==> src/rtl/mem_port_arbiter_if.sv <==
// mem_port_arbiter_if: bundles the requester-side handshake and the memory-side
// bus of mem_port_arbiter.
//   Requester side: req, req_we, req_addr, req_wdata (into the arbiter),
//                   ack, grant, rdata, busy (out of the arbiter).
//   Memory side:    mem_en, mem_we, mem_addr, mem_wdata (out of the arbiter),
//                   mem_rdata (into the arbiter).
// Modports: slave = the arbiter, master = the environment (requesters + memory).
interface mem_port_arbiter_if #(
  parameter int NREQ       = 4,
  parameter int ADDR_WIDTH = 32,
  parameter int DATA_WIDTH = 32
) ();
  logic [NREQ-1:0]            req;
  logic [NREQ-1:0]            req_we;
  logic [NREQ*ADDR_WIDTH-1:0] req_addr;
  logic [NREQ*DATA_WIDTH-1:0] req_wdata;
  logic [NREQ-1:0]            ack;
  logic [NREQ-1:0]            grant;
  logic [DATA_WIDTH-1:0]      rdata;
  logic                       busy;
  logic                       mem_en;
  logic                       mem_we;
  logic [ADDR_WIDTH-1:0]      mem_addr;
  logic [DATA_WIDTH-1:0]      mem_wdata;
  logic [DATA_WIDTH-1:0]      mem_rdata;

  modport slave (
    input  req, req_we, req_addr, req_wdata, mem_rdata,
    output ack, grant, rdata, busy, mem_en, mem_we, mem_addr, mem_wdata
  );

  modport master (
    output req, req_we, req_addr, req_wdata, mem_rdata,
    input  ack, grant, rdata, busy, mem_en, mem_we, mem_addr, mem_wdata
  );
endinterface

==> src/rtl/mem_port_arbiter.sv <==
// mem_port_arbiter: round-robin arbiter and sequencer sharing one single-ported,
// fixed-latency memory between NREQ requesters.
// Each transaction: IDLE (arbitrate + latch) -> ISSUE (one-cycle mem_en) ->
// WAIT (LATENCY cycles, read data captured in the last one) -> ACK (one-cycle
// ack to the owner) -> IDLE.
// Ports:
//   clk   - clock, everything on the rising edge
//   reset - synchronous, active-high; aborts any transaction in flight
//   bus   - mem_port_arbiter_if.slave: requester handshake and memory bus
module mem_port_arbiter #(
  parameter int NREQ       = 4,
  parameter int ADDR_WIDTH = 32,
  parameter int DATA_WIDTH = 32,
  parameter int LATENCY    = 2
) (
  input  logic                 clk,
  input  logic                 reset,
  mem_port_arbiter_if.slave    bus
);

  localparam int IDX_W = (NREQ > 1) ? $clog2(NREQ) : 1;
  localparam logic [3:0]       WAIT_LOAD  = 4'(LATENCY - 1);
  localparam logic [IDX_W-1:0] LAST_RESET = IDX_W'(NREQ - 1);

  if (LATENCY < 1 || LATENCY > 15) begin : g_bad_latency
    $error("mem_port_arbiter: LATENCY=%0d outside 1..15", LATENCY);
  end
  if (NREQ < 2 || NREQ > 8) begin : g_bad_nreq
    $error("mem_port_arbiter: NREQ=%0d outside 2..8", NREQ);
  end

  typedef enum logic [1:0] {
    ST_IDLE,
    ST_ISSUE,
    ST_WAIT,
    ST_ACK
  } state_t;

  state_t           state;
  logic [3:0]       wait_cnt;
  logic [IDX_W-1:0] owner;
  logic [IDX_W-1:0] last;

  // Per-requester views of the flattened address/data buses.
  logic [ADDR_WIDTH-1:0] addr_arr  [NREQ];
  logic [DATA_WIDTH-1:0] wdata_arr [NREQ];

  for (genvar g = 0; g < NREQ; g++) begin : g_unpack
    assign addr_arr[g]  = bus.req_addr[g*ADDR_WIDTH +: ADDR_WIDTH];
    assign wdata_arr[g] = bus.req_wdata[g*DATA_WIDTH +: DATA_WIDTH];
  end

  // Round-robin pick: first requester at or after last+1, wrapping.
  logic             pick_valid;
  logic [IDX_W-1:0] pick_idx;
  logic [IDX_W-1:0] cand;

  always_comb begin
    // NOTE: every variable gets a default before any conditional assignment,
    // so no path leaves it unassigned and no latch is inferred.
    pick_valid = 1'b0;
    pick_idx   = '0;
    cand       = '0;
    for (int k = 1; k <= NREQ; k++) begin
      cand = IDX_W'((int'(last) + k) % NREQ);
      if (!pick_valid && bus.req[cand]) begin
        pick_valid = 1'b1;
        pick_idx   = cand;
      end
    end
  end

  // Single-process FSM; every bus output is a register, updated on the edge
  // that enters the state in which it must be visible.
  // NOTE: sequential state uses non-blocking assignments only, so all
  // registers update together from pre-edge values regardless of order.
  always_ff @(posedge clk) begin
    if (reset) begin
      state         <= ST_IDLE;
      wait_cnt      <= '0;
      owner         <= '0;
      last          <= LAST_RESET;
      bus.ack       <= '0;
      bus.grant     <= '0;
      bus.busy      <= 1'b0;
      bus.rdata     <= '0;
      bus.mem_en    <= 1'b0;
      bus.mem_we    <= 1'b0;
      bus.mem_addr  <= '0;
      bus.mem_wdata <= '0;
    end else begin
      case (state)
        ST_IDLE: begin
          if (pick_valid) begin
            // The memory bus registers double as the latched request; they
            // hold untouched until the next win, so later req changes are
            // invisible to the transaction in flight.
            owner         <= pick_idx;
            bus.grant     <= NREQ'(1) << pick_idx;
            bus.busy      <= 1'b1;
            bus.mem_en    <= 1'b1;
            bus.mem_we    <= bus.req_we[pick_idx];
            bus.mem_addr  <= addr_arr[pick_idx];
            bus.mem_wdata <= wdata_arr[pick_idx];
            state         <= ST_ISSUE;
          end
        end
        ST_ISSUE: begin
          bus.mem_en <= 1'b0;
          wait_cnt   <= WAIT_LOAD;
          state      <= ST_WAIT;
        end
        ST_WAIT: begin
          if (wait_cnt == 4'd0) begin
            // Last wait cycle: memory read data is valid now.
            if (!bus.mem_we) begin
              bus.rdata <= bus.mem_rdata;
            end
            bus.ack <= bus.grant;
            state   <= ST_ACK;
          end else begin
            wait_cnt <= wait_cnt - 4'd1;
          end
        end
        ST_ACK: begin
          bus.ack   <= '0;
          bus.grant <= '0;
          bus.busy  <= 1'b0;
          last      <= owner;
          state     <= ST_IDLE;
        end
        default: begin
          state <= ST_IDLE;
        end
      endcase
    end
  end

endmodule

==> src/flat_wrapper.sv <==
// flat-port wrapper written by rule: the top's interface ports become plain ports
module mem_port_arbiter_flat 
#(
  parameter int NREQ       = 4,
  parameter int ADDR_WIDTH = 32,
  parameter int DATA_WIDTH = 32,
  parameter int LATENCY    = 2
)
  (clk, reset, bus_req, bus_req_we, bus_req_addr, bus_req_wdata, bus_mem_rdata, bus_ack, bus_grant, bus_rdata, bus_busy, bus_mem_en, bus_mem_we, bus_mem_addr, bus_mem_wdata);
  mem_port_arbiter_if #(.NREQ(NREQ), .ADDR_WIDTH(ADDR_WIDTH), .DATA_WIDTH(DATA_WIDTH)) bus_i ();
  input  logic clk;
  input  logic reset;
  input wire logic [$bits(bus_i.req)-1:0] bus_req;
  input wire logic [$bits(bus_i.req_we)-1:0] bus_req_we;
  input wire logic [$bits(bus_i.req_addr)-1:0] bus_req_addr;
  input wire logic [$bits(bus_i.req_wdata)-1:0] bus_req_wdata;
  input wire logic [$bits(bus_i.mem_rdata)-1:0] bus_mem_rdata;
  output wire logic [$bits(bus_i.ack)-1:0] bus_ack;
  output wire logic [$bits(bus_i.grant)-1:0] bus_grant;
  output wire logic [$bits(bus_i.rdata)-1:0] bus_rdata;
  output wire logic [$bits(bus_i.busy)-1:0] bus_busy;
  output wire logic [$bits(bus_i.mem_en)-1:0] bus_mem_en;
  output wire logic [$bits(bus_i.mem_we)-1:0] bus_mem_we;
  output wire logic [$bits(bus_i.mem_addr)-1:0] bus_mem_addr;
  output wire logic [$bits(bus_i.mem_wdata)-1:0] bus_mem_wdata;
  assign bus_i.req = bus_req;
  assign bus_i.req_we = bus_req_we;
  assign bus_i.req_addr = bus_req_addr;
  assign bus_i.req_wdata = bus_req_wdata;
  assign bus_i.mem_rdata = bus_mem_rdata;
  assign bus_ack = bus_i.ack;
  assign bus_grant = bus_i.grant;
  assign bus_rdata = bus_i.rdata;
  assign bus_busy = bus_i.busy;
  assign bus_mem_en = bus_i.mem_en;
  assign bus_mem_we = bus_i.mem_we;
  assign bus_mem_addr = bus_i.mem_addr;
  assign bus_mem_wdata = bus_i.mem_wdata;
  mem_port_arbiter #(.NREQ(NREQ), .ADDR_WIDTH(ADDR_WIDTH), .DATA_WIDTH(DATA_WIDTH), .LATENCY(LATENCY)) u_core (.clk(clk), .reset(reset), .bus(bus_i));
endmodule
==> config.mk <==
export PLATFORM = sky130hd
export DESIGN_NAME = mem_port_arbiter_flat
export DESIGN_NICKNAME = d
export VERILOG_FILES = /design/src/rtl/mem_port_arbiter_if.sv /design/src/rtl/mem_port_arbiter.sv /design/src/flat_wrapper.sv
export SDC_FILE = /design/constraint.sdc
export NUM_CORES = 1
export LEC_CHECK = 0
export CAP_MARGIN = 20
export CORE_AREA = 2 2 156 158
export DETAILED_ROUTE_END_ITERATION = 10
export DIE_AREA = 0 0 158 160
export PLACE_DENSITY = 0.62
export SYNTH_ARGS = -nofsm -noshare
export SYNTH_HDL_FRONTEND = slang
export SYNTH_SLANG_ARGS = --single-unit
==> constraint.sdc <==
create_clock -name clk -period 5.4 [get_ports clk]
set_input_delay 1.08 -clock clk [delete_from_list [all_inputs] [get_ports clk]]
set_output_delay 1.08 -clock clk [all_outputs]
set_load 0.1 [all_outputs]
==> impl_metrics.toml, run 1 <==
[run_status]
status = "completed"

[synth]
synth_seq_cells = 117
synth_edf_count = 0
yosys.area.top_type_share_pct = 39.3
synth_async_sr_flop_share_pct = 0
yosysMostFrequentCell = "dfxtp_1"
syn_area_per_cell_um2 = 8.87
yosys.area.top_type = "dfxtp_1"
ys.flop_type = "dfxtp_1"
synthesis.area_mm2 = 0.00596
ys_warn_count = 0
synthTopCellsByArea = "dfxtp_1 39%, mux2i_1 9.4%, a21oi_1 6.9%"
seq_area_frac_synth_pct = 39.3
synth_nets = 976
yosys-top-cells-count = "117 x dfxtp_1, 82 x a21oi_1, 76 x nand2_1, 56 x mux2i_1, 51 x clkbuf_1"
syn-instance-count = 672
synthDistinctLibCells = 37

[place]
gp_congestion = 0.820
port_buffers = 404
dp_worst_setup_slack_ps = 1490
hpwlAfterDp_um = 18000

[timing]
post-route-min-period_ps = 3500
clock_skew_ps = 9.83
relSlewSlack_pct = 24.7
finalSetupTns_ps = 0
drv_slew = 0
setup_violations = 0
hold_viol = 0
post-route-period-util_pct = 64.7
rsz0062_at_grt = "no"
fmax_mhz = 286
worst_slew_pin_slew_ps = 1130
setup_ws_ps = 1900

[critical_path]
required_ps = 5730
path_class = "in -> reg"
worstPathArrival_ps = 3820
reg2regPathDepth = 7
path_max_fanout = 48
startpoint_type = "input pin"
setup.worst_path.end_class = "register"

[power]
pwr-share-comb_pct = 60.0
internal_power_uw = 2900
p_leak_uw = 0.00389
p_sw_share_pct = 53.5
power_density_mw_per_mm2 = 575
p_clk_share_pct = 18.9
p_total_uw = 6240
power_switching_uw = 3340
peakVddDrop_mv = 0.553
power_frac_seq_pct = 21.1

[global_routing]
grt_pass1_vias = 6595
grt_usage_pct = 18.8
overflow = 0
grt_pass1_wl_um = 36700
antenna_found_initial = 0
grt_max_degree = 84

[clock_network]
htreeDepth = 4
cts_tree = "yes"
postCtsHoldBufs = 0
cts.sinks = 117
cts-resized-gates = 0
cts_setup_buffers = 0
cts-root-buf = "clkbuf_16"
clk_pin_slew_worst_paths_ps = 60
cts_buffers = 17
clock_latency_ps = 420
clk_path_buf_depth = 2

[worst_hold_path]
hold-path-cell-count = 2
hp-class = "reg -> reg"

[drt]
wl_um = 24600
first_pass_iters = 5
viasPerCell = 4.77
vias = 6580
wire_per_inst_um = 17.8
drcViolationCount = 0
ant_nets = 0
drtIter0Drc = 397

[cells_and_area]
nFillCells = 2315
drive_gt1_share_pct = 7.87
final_net_count = 1347
post-route-util_pct = 45.5
diodes = 0
syn_to_final_growth_pct = 82.0

[die]
dieArea_mm2 = 0.0253
die_y_um = 160
pin_count = 405
start_util_pct = 25.0
coreArea_mm2 = 0.0238
num_rows = 57
die_x_um = 158

[flow_run]
maxCapViolCount = 0
==> metal layers <==
layer	global-route usage, %	share of wire [%]
met5	0	0
met4	6.96	2.6
met3	4.72	6.7
met2	32.6	49
met1	22.2	42
==> placed cells by master, fill, tap and decap left out, types with 3 or more instances in the layout <==
| cell | netlist | layout |
|---|---|---|
| clkdlybuf4s50_1 | 0 | 403 |
| dfxtp_1 | 117 | 117 |
| a21oi_1 | 82 | 82 |
| nand2_1 | 76 | 76 |
| mux2i_1 | 56 | 56 |
| o21ai_0 | 44 | 44 |
| a222oi_1 | 40 | 40 |
| mux2_1 | 34 | 34 |
| mux2_2 | 31 | 31 |
| nor2_1 | 31 | 29 |
| nand3_1 | 27 | 27 |
| o21ai_1 | 26 | 26 |
| clkbuf_16 | 0 | 17 |
| buf_4 | 2 | 11 |
| ha_1 | 6 | 6 |
| inv_1 | 6 | 5 |
| a211oi_1 | 4 | 4 |
| nand2b_1 | 3 | 3 |
| clkinvlp_4 | 0 | 3 |
| bufinv_16 | 0 | 3 |
| clkinv_4 | 0 | 3 |
==> power groups by stage <==
stage | sequential (uW) | clock [uW] | combinational, uW
3_3_place_gp | 1320 | 0 | 3760
5_1_grt | 1350 | 1250 | 3930
3_5_place_dp | 1330 | 0 | 3760
2_1_floorplan | 3120 | 0 | 947
4_1_cts | 1310 | 1210 | 3770
6_report | 1320 | 1180 | 3750
==> registers in the layout, indices dropped and copies added, names as in the netlist <==
signal                cells
u_core.bus.grant          4
u_core.bus.mem_we         1
u_core.bus.mem_en         1
u_core.state              2
u_core.bus.mem_addr      32
u_core.owner              2
u_core.bus.busy           1
u_core.bus.mem_wdata     32
u_core.last               2
u_core.wait_cnt           4
u_core.bus.rdata         32
u_core.bus.ack            4
==> kinds of logic after synthesis <==
logic type	after synthesis	share of synthesized area (%)
AOI/OAI and AO/OA	207	21.5
adders and majority gates	6	1.26
buffers and inverters	69	5.21
DFF	117	39.3
muxes	121	21.7
and+or+nand+nor	152	11.0
==> path summary, 6_finish.rpt <==
path | startpoint | end | slack [ps]
worst max-delay path | bus_req[3] | u_core.bus.mem_wdata[30] | 1900
worst min register to register | u_core.bus.rdata[21] | u_core.bus.rdata[21] | 450
worst min-delay path | u_core.bus.rdata[21] | u_core.bus.rdata[21] | 450
worst max register to register | u_core.last[1] | u_core.bus.mem_wdata[30] | 2750
==> area by class of cell <==
cell class              count  area (um2)  area share, %
multi-input cells         486        3350           30.9
flip-flops and latches    117        2340           21.6
repair buffers            415        4120           38.0
well taps                 324         405           3.74
inverters                   6        22.5          0.208
clock inverters            14         178           1.64
clock buffers              17         425           3.92
==> through the flow <==
step | std cells | instance area [um2] | hold WS (ps)
4_1_cts | 1379 | 10800 | 456
6_report | 1379 | 10800 | 451
3_3_place_gp | 1348 | 10200 | 442
5_1_grt | 1379 | 10800 | 472
2_1_floorplan | 672 | 5960 | 437
3_5_place_dp | 1348 | 10200 | 448
==> worst max-delay path, cell delays in order <==
cell and delay [ps]:
clkdlybuf4s50_1 620, nand2b_1 170, a311oi_4 320, buf_4 650
buf_4 450, mux2i_1 120, mux2_2 270, o21ai_1 120
Power figures use the tool's default switching activity.
==> run 2: changes to the inputs <==
- CORE_AREA: 2 2 156 158 -> 2 2 157 159
- DIE_AREA: 0 0 158 160 -> 0 0 159 161
- PLACE_DENSITY: 0.62 -> 0.61
- clock period: 5.4 -> 3.6 ns (I/O delays scaled with it)
==> run 2 against run 1 <==
  * Die area grew 1.3%
  * Sequential cell count unchanged
  * Hold slack barely moved
  * Cell count up 0.51%
  * Sequential power grew 48%
  * Setup slack worse by 1200 ps
  * Cell area up 1.4%
  * Via count is essentially flat
  * Count of clock-buffer cells in the layout is 5 higher
  * Register-to-register slack worse by 1500 ps
  * Largest power group unchanged
  * Critical endpoint is now u_core.bus.mem_addr[17]
  * First-iteration DRC count fell by 1.5%
==> impl_metrics.toml, run 2 (synthesized netlist as in run 1, its figures left out) <==
[worst_hold_path]
hp-class = "reg -> reg"

[cells_and_area]
seq_area_mm2 = 0.00234
multi_input_area_mm2 = 0.00336
drive_gt1_share_pct = 9.04
final_net_count = 1355
syn_to_final_growth_pct = 84.5
instances_no_fill = 1386
design_area_mm2 = 0.0110
nFillCells = 2375
largestRegisters = "u_core.bus.mem_addr: 32 flops, u_core.bus.mem_wdata: 32 flops, u_core.bus.rdata: 32 flops"
diodes = 0
mostFrequentLayoutCells = "396 x clkdlybuf4s50_1, 117 x dfxtp_1, 82 x a21oi_1"
final_common_cell = "clkdlybuf4s50_1"

[drt]
wire_per_inst_um = 18.0
drcViolationCount = 0
vias = 6586
viasPerCell = 4.75
drtIter0Drc = 391
wl_um = 24900
ant_nets = 0
first_pass_iters = 5

[global_routing]
antenna_found_initial = 0
grt_pass1_wl_um = 37600
overflow = 0
grt_pass1_vias = 6549
grt_usage_pct = 18.8
grt_max_degree = 53

[timing]
relSlewSlack_pct = 30.5
clock_skew_ps = 10.0
post-route-period-util_pct = 80.0
drv_slew = 0
finalSetupTns_ps = 0
rsz0062_at_grt = "no"
hold_viol = 0
setup_violations = 0
fmax_mhz = 347
post-route-min-period_ps = 2880
worst_slew_pin_slew_ps = 1040

[die]
pin_count = 405
coreArea_mm2 = 0.0240
dieArea_mm2 = 0.0256
num_rows = 57
die_x_um = 159
start_util_pct = 24.9
die_y_um = 161

[flow_run]
maxCapViolCount = 0

[power]
p_leak_uw = 0.00399
p_total_uw = 9590
power_density_mw_per_mm2 = 872
peakVddDrop_mv = 0.443

[clock_network]
postCtsHoldBufs = 0
cts-resized-gates = 0
clock_latency_ps = 410
clk_path_buf_depth = 2
cts.sinks = 117
cts_tree = "yes"
clk_pin_slew_worst_paths_ps = 50
cts-root-buf = "clkbuf_16"
cts_setup_buffers = 0
cts_buffers = 17
htreeDepth = 4

[critical_path]
path_max_fanout = 45
required_ps = 3880
startpoint_type = "input pin"
path_class = "in -> reg"
setup.worst_path.end_class = "register"
r2r_slack_ps = 1220
worstPathArrival_ps = 3160

[place]
hpwlAfterDp_um = 18700
dpl_cell_area_mm2 = 0.0103
dp.cells = 1356
port_buffers = 404
gp_congestion = 0.860

[run_status]
status = "completed"
==> run 2: layout make-up <==
class                      instances  share of cell area (%)
clock buffer                      22                    4.31
multi-input combinational        486                    30.5
tap                              324                    3.69
sequential                       117                    21.3
timing repair buffer             423                    38.2
clock inverter                     8                    1.79
inverter                           6                   0.205
==> run 2: final timing paths <==
| path | from | to | cells past startpoint |
|---|---|---|---|
| worst min register to register | u_core.bus.rdata[16] | u_core.bus.rdata[16] | 2 |
| worst min-delay path | u_core.bus.rdata[16] | u_core.bus.rdata[16] | 2 |
| worst max register to register | u_core.last[0] | u_core.bus.mem_addr[17] | 6 |
| worst max-delay path | bus_req[3] | u_core.bus.mem_addr[17] | 7 |
==> run 2: metrics by stage <==
step	util [%]	hold slack [ps]	worst slack [ps]
6_report	45.9	451	720
3_3_place_gp	43.1	442	410
4_1_cts	45.9	453	757
2_1_floorplan	-	437	1140
3_5_place_dp	43.1	446	333
5_1_grt	45.9	468	630
==> run 2: report_power, final <==
part / switching [uW] / total [uW] / internal, uW
logic: 4110 / 5670 / 1560
clock network: 607 / 1960 / 1350
registers: 234 / 1960 / 1730
total: 4950 / 9590 / 4640
==> run 2: critical path, stage by stage <==
cell	delay, ps
clkdlybuf4s50_1	630
nand2b_1	180
a311oi_4	410
buf_12	280
mux2_1	360
a222oi_1	380
a21oi_1	110
==> run 2: layer usage <==
layer	vias up	wire length (um)	track usage, %
li1	3241	-	-
met1	3045	9920	21.6
met2	268	12600	33.2
met3	32	1880	6.99
met4	0	476	4.55
met5	-	0	0
